[src/rtl/csync_separator_if.sv]
// Bus between a composite-sync source and the csync separator:
// csync in, recovered hsync/vsync plus lock status and learned timing out.
interface csync_separator_if #(
  parameter int CNT_W = 16
);
  logic             csync;
  logic             hsync;
  logic             vsync;
  logic             locked;
  logic [CNT_W-1:0] hs_len;
  logic [CNT_W-1:0] line_len;

  modport master (
    output csync,
    input  hsync, vsync, locked, hs_len, line_len
  );

  modport slave (
    input  csync,
    output hsync, vsync, locked, hs_len, line_len
  );
endinterface

[src/rtl/csync_separator.sv]
// Composite-sync separator: learns pulse width and line period, locks onto
// stable timing, detects broad vsync pulses and flywheels hsync through them.
module csync_separator #(
  parameter int CNT_W = 16
) (
  input logic              clk_i,
  input logic              reset_i,
  csync_separator_if.slave bus_io
);

  localparam logic [CNT_W-1:0] CNT_MAX    = {CNT_W{1'b1}};
  localparam logic [CNT_W-1:0] ONE        = {{(CNT_W-1){1'b0}}, 1'b1};
  localparam logic [2:0]       MATCH_FULL = 3'd4;

  logic             sync1_q, csync_q, prev_q;
  logic [CNT_W-1:0] run_cnt_q, run_cnt_d, per_cnt_q, per_cnt_d;
  logic [CNT_W-1:0] w_q, w_d, hs_ref_q, hs_ref_d, line_ref_q, line_ref_d;
  logic [CNT_W-1:0] line_cnt_q, line_cnt_d;
  logic [2:0]       match_q, match_d;
  logic             locked_q, locked_d, vsync_q, vsync_d;
  logic             hsync_q, hsync_d, skip_q, skip_d;

  logic             rise_s, fall_s, run_sat_s, match_s, long_run_s;
  logic [CNT_W:0]   thr_p1_s;

  function automatic logic within_one(input logic [CNT_W-1:0] a,
                                      input logic [CNT_W-1:0] b);
    logic [CNT_W-1:0] diff;
    diff = (a >= b) ? (a - b) : (b - a);
    return (diff <= ONE);
  endfunction

  assign rise_s     = csync_q & ~prev_q;
  assign fall_s     = ~csync_q & prev_q;
  assign run_sat_s  = (run_cnt_q == CNT_MAX);
  assign thr_p1_s   = {hs_ref_q, 1'b0} + {{CNT_W{1'b0}}, 1'b1};
  assign long_run_s = ({1'b0, run_cnt_q} == thr_p1_s);
  assign match_s    = within_one(per_cnt_q, line_ref_q) && within_one(w_q, hs_ref_q);

  // Next-state logic: run/period measurement, lock tracking, vsync and flywheel.
  always_comb begin
    run_cnt_d  = run_cnt_q;
    per_cnt_d  = per_cnt_q;
    w_d        = w_q;
    hs_ref_d   = hs_ref_q;
    line_ref_d = line_ref_q;
    match_d    = match_q;
    skip_d     = skip_q;
    line_cnt_d = line_cnt_q;

    if (rise_s || fall_s) begin
      run_cnt_d = ONE;
    end else if (!run_sat_s) begin
      run_cnt_d = run_cnt_q + ONE;
    end else begin
      run_cnt_d = run_cnt_q;
    end

    if (rise_s) begin
      per_cnt_d = ONE;
    end else if (per_cnt_q != CNT_MAX) begin
      per_cnt_d = per_cnt_q + ONE;
    end else begin
      per_cnt_d = per_cnt_q;
    end

    if (fall_s) begin
      w_d = run_cnt_q;
    end else begin
      w_d = w_q;
    end

    // Rises inside the vertical interval carry serrations, not line timing.
    if (rise_s && !vsync_q) begin
      skip_d = 1'b0;
      if (skip_q || (per_cnt_q == CNT_MAX) || (w_q == CNT_MAX)) begin
        match_d = match_q;
      end else if (match_s) begin
        match_d = (match_q == MATCH_FULL) ? MATCH_FULL : match_q + 3'd1;
      end else begin
        line_ref_d = per_cnt_q;
        hs_ref_d   = w_q;
        match_d    = 3'd0;
      end
    end else begin
      skip_d = skip_q;
    end

    if (run_sat_s) begin
      match_d = 3'd0;
    end else begin
      match_d = match_d;
    end

    locked_d = (match_d == MATCH_FULL);

    if (!locked_d) begin
      vsync_d = 1'b0;
    end else if (long_run_s) begin
      vsync_d = csync_q;
    end else begin
      vsync_d = vsync_q;
    end

    if (vsync_q && !vsync_d) begin
      skip_d = 1'b1;
    end else begin
      skip_d = skip_d;
    end

    if (rise_s && !vsync_q) begin
      line_cnt_d = '0;
    end else if (line_cnt_q >= (line_ref_q - ONE)) begin
      line_cnt_d = '0;
    end else begin
      line_cnt_d = line_cnt_q + ONE;
    end

    if (vsync_q) begin
      hsync_d = (line_cnt_d < hs_ref_q);
    end else begin
      hsync_d = csync_q;
    end
  end

  // State registers with synchronous reset, including the csync synchronizer.
  always_ff @(posedge clk_i) begin
    if (reset_i) begin
      sync1_q    <= 1'b0;
      csync_q    <= 1'b0;
      prev_q     <= 1'b0;
      run_cnt_q  <= '0;
      per_cnt_q  <= '0;
      w_q        <= '0;
      hs_ref_q   <= '0;
      line_ref_q <= '0;
      line_cnt_q <= '0;
      match_q    <= 3'd0;
      locked_q   <= 1'b0;
      vsync_q    <= 1'b0;
      hsync_q    <= 1'b0;
      skip_q     <= 1'b1;
    end else begin
      sync1_q    <= bus_io.csync;
      csync_q    <= sync1_q;
      prev_q     <= csync_q;
      run_cnt_q  <= run_cnt_d;
      per_cnt_q  <= per_cnt_d;
      w_q        <= w_d;
      hs_ref_q   <= hs_ref_d;
      line_ref_q <= line_ref_d;
      line_cnt_q <= line_cnt_d;
      match_q    <= match_d;
      locked_q   <= locked_d;
      vsync_q    <= vsync_d;
      hsync_q    <= hsync_d;
      skip_q     <= skip_d;
    end
  end

  assign bus_io.hsync    = hsync_q;
  assign bus_io.vsync    = vsync_q;
  assign bus_io.locked   = locked_q;
  assign bus_io.hs_len   = hs_ref_q;
  assign bus_io.line_len = line_ref_q;

endmodule
[src/flat_wrapper.sv]
// flat-port wrapper written by rule: the top's interface ports become plain ports
module csync_separator_flat 
#(
  parameter int CNT_W = 16
)
  (clk_i, reset_i, bus_io_csync, bus_io_hsync, bus_io_vsync, bus_io_locked, bus_io_hs_len, bus_io_line_len);
  csync_separator_if #(.CNT_W(CNT_W)) bus_io_i ();
  input logic clk_i;
  input logic reset_i;
  input wire logic [$bits(bus_io_i.csync)-1:0] bus_io_csync;
  output wire logic [$bits(bus_io_i.hsync)-1:0] bus_io_hsync;
  output wire logic [$bits(bus_io_i.vsync)-1:0] bus_io_vsync;
  output wire logic [$bits(bus_io_i.locked)-1:0] bus_io_locked;
  output wire logic [$bits(bus_io_i.hs_len)-1:0] bus_io_hs_len;
  output wire logic [$bits(bus_io_i.line_len)-1:0] bus_io_line_len;
  assign bus_io_i.csync = bus_io_csync;
  assign bus_io_hsync = bus_io_i.hsync;
  assign bus_io_vsync = bus_io_i.vsync;
  assign bus_io_locked = bus_io_i.locked;
  assign bus_io_hs_len = bus_io_i.hs_len;
  assign bus_io_line_len = bus_io_i.line_len;
  csync_separator #(.CNT_W(CNT_W)) u_core (.clk_i(clk_i), .reset_i(reset_i), .bus_io(bus_io_i));
endmodule
[config.mk]
export PLATFORM = sky130hd
export DESIGN_NAME = csync_separator_flat
export DESIGN_NICKNAME = d
export VERILOG_FILES = /design/src/rtl/csync_separator_if.sv /design/src/rtl/csync_separator.sv /design/src/flat_wrapper.sv
export SDC_FILE = /design/constraint.sdc
export NUM_CORES = 1
export LEC_CHECK = 0
export CAP_MARGIN = 10
export CORE_MARGIN = 2
export CORE_UTILIZATION = 40
export CTS_BUF_LIST = sky130_fd_sc_hd__clkbuf_8
export DETAILED_ROUTE_END_ITERATION = 12
export GPL_ROUTABILITY_DRIVEN = 0
export MAX_ROUTING_LAYER = met4
export SETUP_SLACK_MARGIN = 0.5
export SYNTH_ARGS = -nofsm -noshare
export SYNTH_HDL_FRONTEND = slang
export SYNTH_SLANG_ARGS = --single-unit
[constraint.sdc]
create_clock -name clk_i -period 12.9 [get_ports clk_i]
set_input_delay 2.58 -clock clk_i [delete_from_list [all_inputs] [get_ports clk_i]]
set_output_delay 2.58 -clock clk_i [all_outputs]
set_load 0.02 [all_outputs]
* After elaboration in Yosys (flattened, before gate mapping)
Cells that the tools add are included.
Operators by class: magnitude comparators 6, bitwise logic cells 6, muxes and demuxes 16, $add $sub $neg 10, reduce and logical (&&, ||, !) cells 13, eq/ne operators 8
Operators with widths (count):
- 16-bit 2-to-1 mux | 4
- 16-bit subtractor | 4
- 16-bit by 1-bit adder with 16-bit output, second input constant | 3
- 16-bit == test, second input constant | 3
- 16-bit greater-or-equal comparator | 3
- 16-bit by 1-bit <= comparator with 1-bit output, second input constant | 2
- 17-bit by 1-bit adder with 17-bit output, second input constant | 1
- 16-bit by 17-bit == test with 1-bit output | 1
- 16-bit < comparator | 1
- 16-bit != test, second input constant | 1
- 16-bit by 1-bit subtractor with 16-bit output, second input constant | 1
- 3-bit 2-to-1 mux | 5
- 1-bit 2-to-1 mux | 7
- 3-bit == test, second input constant | 2
- 2-bit OR reduction | 3
- 1-bit inverter | 4
- 3-bit by 1-bit adder with 3-bit output, second input constant | 1
- 1-bit logical AND | 3
- 1-bit logical OR | 3
- 3-bit AND reduction | 1
- 1-bit bitwise AND | 2
- 1-bit logical NOT | 2
- 2-bit != test, second input constant | 1
- 2-bit nonzero test | 1
Storage, ports and cells: register bits 106, bits of input ports 3, output and inout port bits 35, logic and storage cells 75

* Longest topological paths before layout
word-level depth 13, depth in mapped cells 23, gate-level depth less buffers 22

* Worst setup path after synthesis
No wires, ideal clock.
path kind register to register, start register u_core.line_ref_q[2] (netlist: u_core.bus_io.line_len[2]), end register u_core.hsync_q (netlist: u_core.bus_io.hsync), setup time 58 ps, arrival time 4496 ps, stages on the path, launching flop included 23, path buffers 1, data required time 12842 ps, setup slack 8346 ps, path through dfxtp_1 > nor4_1 > nand2_1 > nor4_1 > xnor2_1 > ha_1 > a21o_1 > a21o_1 > a21o_1 > a21o_1 > a21o_1 > a21o_1 > a221oi_1 > o41ai_1 > clkbuf_1 > nor2_1 > ha_1 > a21o_1 > a21o_1 > a21oi_1 > o22ai_1 > a211oi_1 > o21a_1
On the way: word-level cells in the longest chain between the ends 6
Ends and longest elaborated chain:
- start: declaration | line csync_separator.sv:17 | logic [CNT_W-1:0] w_q, w_d, hs_ref_q, hs_ref_d, line_ref_q, line_ref_d;
- start signal: assignment | line csync_separator.sv:151 | line_ref_q <= line_ref_d;
- 16-bit by 1-bit subtractor with 16-bit output | line csync_separator.sv:113 | end else if (line_cnt_q >= (line_ref_q - ONE)) begin
- 16-bit greater-or-equal comparator | line csync_separator.sv:113
- 16-bit 2-to-1 mux | line csync_separator.sv:113
- 16-bit 2-to-1 mux | line csync_separator.sv:111 | if (rise_s && !vsync_q) begin
- net u_core.line_cnt_d[9] | line csync_separator.sv:18 | logic [CNT_W-1:0] line_cnt_q, line_cnt_d;
- 16-bit < comparator | line csync_separator.sv:120 | hsync_d = (line_cnt_d < hs_ref_q);
- 1-bit 2-to-1 mux | line csync_separator.sv:119 | if (vsync_q) begin
- end signal: assignment | line csync_separator.sv:156 | hsync_q <= hsync_d;
- end: declaration | line csync_separator.sv:21 | logic hsync_q, hsync_d, skip_q, skip_d;
The timed path passes the listed nets, and every way through them passes these cells. A chain may end at the register's enable or synchronous reset.

* Final worst setup path
Ends and elaborated chain as after synthesis.

==> metrics <==
status=finished, final reports clean; total power=0.618 mW; worst hold path class=flip-flop to flip-flop; vias in the first global route=7382; Initial DRC Count=671; drt via density=5.64; Max Slew Vio Count=0; drt total wl=24400 µm; DRC Markers=0; Slew headroom=33.3%; Final nets=1247; Fillers=2193; Detailed Routing Iterations Pass 1=5; DP HPWL=19200 µm; Die X=154 µm; Leakage=4.03 nW; utilization after layout=44.0%; synthesized flop and latch total=106; IO Count=38; Layout Cells excl Fill=1424; unrepaired setup endpoints after global routing=no; Worst-Margin Slew=1.00 ns; r2r endpoint=u_core.bus_io.hsync; skew final=0.0108 ns; Fin. Hold Viols=0; largest net degree at the start of global routing=77; fin crit period=5.12 ns; H-Tree Depth=3; PostCTS Resize Cnt=0; Initial Util=40.9%; WHS=0.451 ns; Die ar.=0.0237 mm²; most frequent cells in the layout=nor2_1, dfxtp_1, ha_1, inv_1, a21oi_1; first-pass GRT wire length=39500 µm; syn nets=1246; ys async rst share=0%; Worst Path Max Fanout=32; Total Routing Usage GR=21.1%; WL/cell=17.2 µm; commonest non-fill, non-tap cell in the layout=nor2_1; Hold-fix buffers, CTS=0; Reg2Reg Depth=22; Die Y=154 µm; pwr/cell area=64.0 mW/mm²; Reg2Reg Launch Point=u_core.bus_io.line_len[2]; CP Capture Point=u_core.bus_io.hsync; CTS Buffer Depth=2; crit path DAT=5.46 ns; CP Capture Type=flip-flop; Peak VDD IR=0.0000510 V; layout cells sized above 1=3.23%; CTS tree=built; Via Count=8035; YS warnings=0; setup repair bufs after CTS=0; crit path launch=u_core.bus_io.line_len[2]; antenna violations before repair=0; Syn Area/Cell=7.89 µm²; Worst Path Required=13.24 ns; Seq/Total Area, Yosys=23.6%; Startpoint Class=flip-flop; I/O Buffers=37; r2r setup slk=7.78 ns; DP Area=0.00947 mm²; Sink Count=106; Detail Route Antenna Nets=0; final period utilization=39.7%; setup TNS=0 ns; pre-CTS setup slack=7.85 ns; post-synthesis instance area=0.00898 mm²; root buffer cell=clkbuf_8; core area=0.0220 mm²; synthesis-to-finish area growth=7.57%; GRT overflow=0; EDFF count, synth=0; Max Clk Rate=195 MHz; CTS buffer count=9; critical path class=flip-flop to flip-flop; Worst Setup Slack, final=7.78 ns; Post-Synthesis Cells=1138; placed insts=1408; Worst-Skew Late Latency=0.39 ns; Reg clk slew, reported paths=0.11 ns; top_reg_cell synth=dfxtp_1; Final setup viols=0; Final Instance Area=0.00966 mm²; Synth cell types=72; num rows=54; Max Cap Viol=0; ANT cells=0
state kept, by name (all words and copies together) (netlist names), 3 cells and up:
signal and count:
u_core.bus_io.hs_len 16, u_core.w_q 16, u_core.line_cnt_q 16, u_core.match_q 3, u_core.bus_io.line_len 16, u_core.per_cnt_q 16
u_core.run_cnt_q 16
worst max-delay path, stage by stage, from the launching register on:
cell and delay, ns:
dfxtp_1 0.40, nor4_1 0.66, nand2_1 0.17, nor4_1 0.40
xnor2_1 0.19, ha_1 0.27, a21o_1 0.18, a21o_1 0.17
a21o_1 0.17, a21o_1 0.17, a21o_1 0.17, a21o_1 0.17
a221oi_1 0.28, o41ai_2 0.12, buf_4 0.24, nor2_1 0.15
ha_1 0.25, a21o_1 0.16, a21o_1 0.18, a21oi_1 0.15
o22ai_1 0.09, a211oi_1 0.19, o21a_1 0.15
area by class of cell:
type / instances / area [µm²] / share of cell area (%)
clock inverters: 7 / 61.3 / 0.635
inverters: 87 / 327 / 3.38
clock buffers: 9 / 124 / 1.28
repair buffers: 40 / 388 / 4.02
flip-flops and latches: 106 / 2120 / 22.0
well taps: 280 / 350 / 3.63
multi-input cells: 895 / 6290 / 65.1
how the worst min path moves through the flow:
stage / startpoint / endpoint / slack [ns] / cells after the start
final: u_core.sync1_q / u_core.csync_q / 0.45 / 1
after global routing: u_core.sync1_q / u_core.csync_q / 0.48 / 1
after CTS: u_core.sync1_q / u_core.csync_q / 0.45 / 1
after detailed placement: u_core.sync1_q / u_core.csync_q / 0.43 / 1
after global placement: u_core.sync1_q / u_core.csync_q / 0.43 / 1
after floorplan: u_core.sync1_q / u_core.csync_q / 0.41 / 1
logic make-up (layout without fill, tap and decap cells):
group,Yosys count,after routing,share of synthesized area [%]
compound gates,244,244,18.1
xor+xnor,91,91,8.88
flops,106,106,23.6
buf+inv,137,143,6.45
mux,58,58,6.49
fa+ha+maj,105,105,15.0
simple gates,397,397,21.5
synth_stat cells, drive strengths merged, types with 4 or more instances:
cell    number  area, µm²
nor2       136        510
dfxtp      106       2120
ha         101       1260
inv         87        327
a21oi       70        358
nand2       64        240
xnor2       61        534
mux2i       56        561
o21ai       43        215
nand3       39        195
nor3        39        195
a21o        31        233
xor2        30        263
nand4       29        181
clkbuf      27        101
buf         23        151
nor2b       15        101
and3        14       87.6
nand2b      14       87.6
nor4        13       81.3
o21a        13       97.6
a211oi      12       95.1
o31ai        8       60.1
a211o        7       61.3
a31oi        7       43.8
o211ai       7       57.6
or4          7       56.3
or3          6       37.5
a221oi       5       43.8
o21bai       5       37.5
and2         4       25.0
and4         4       35.0
fa           4       80.1
o31a         4       35.0
or2          4       25.0
where the power goes:
group / switching (mW) / internal, mW
Sequential: 0.00566 / 0.330
Combinational: 0.0469 / 0.0331
Clock: 0.129 / 0.0737
Total: 0.182 / 0.437
layer usage:
layer,global-route usage [%],vias up,share of wire [%]
li1,-,4027,-
met1,30.9,3805,51
met2,31.1,183,44
met3,2.54,20,4.5
met4,4.41,0,0.99
met5,-,-,0
Power figures use the tool's default switching activity.
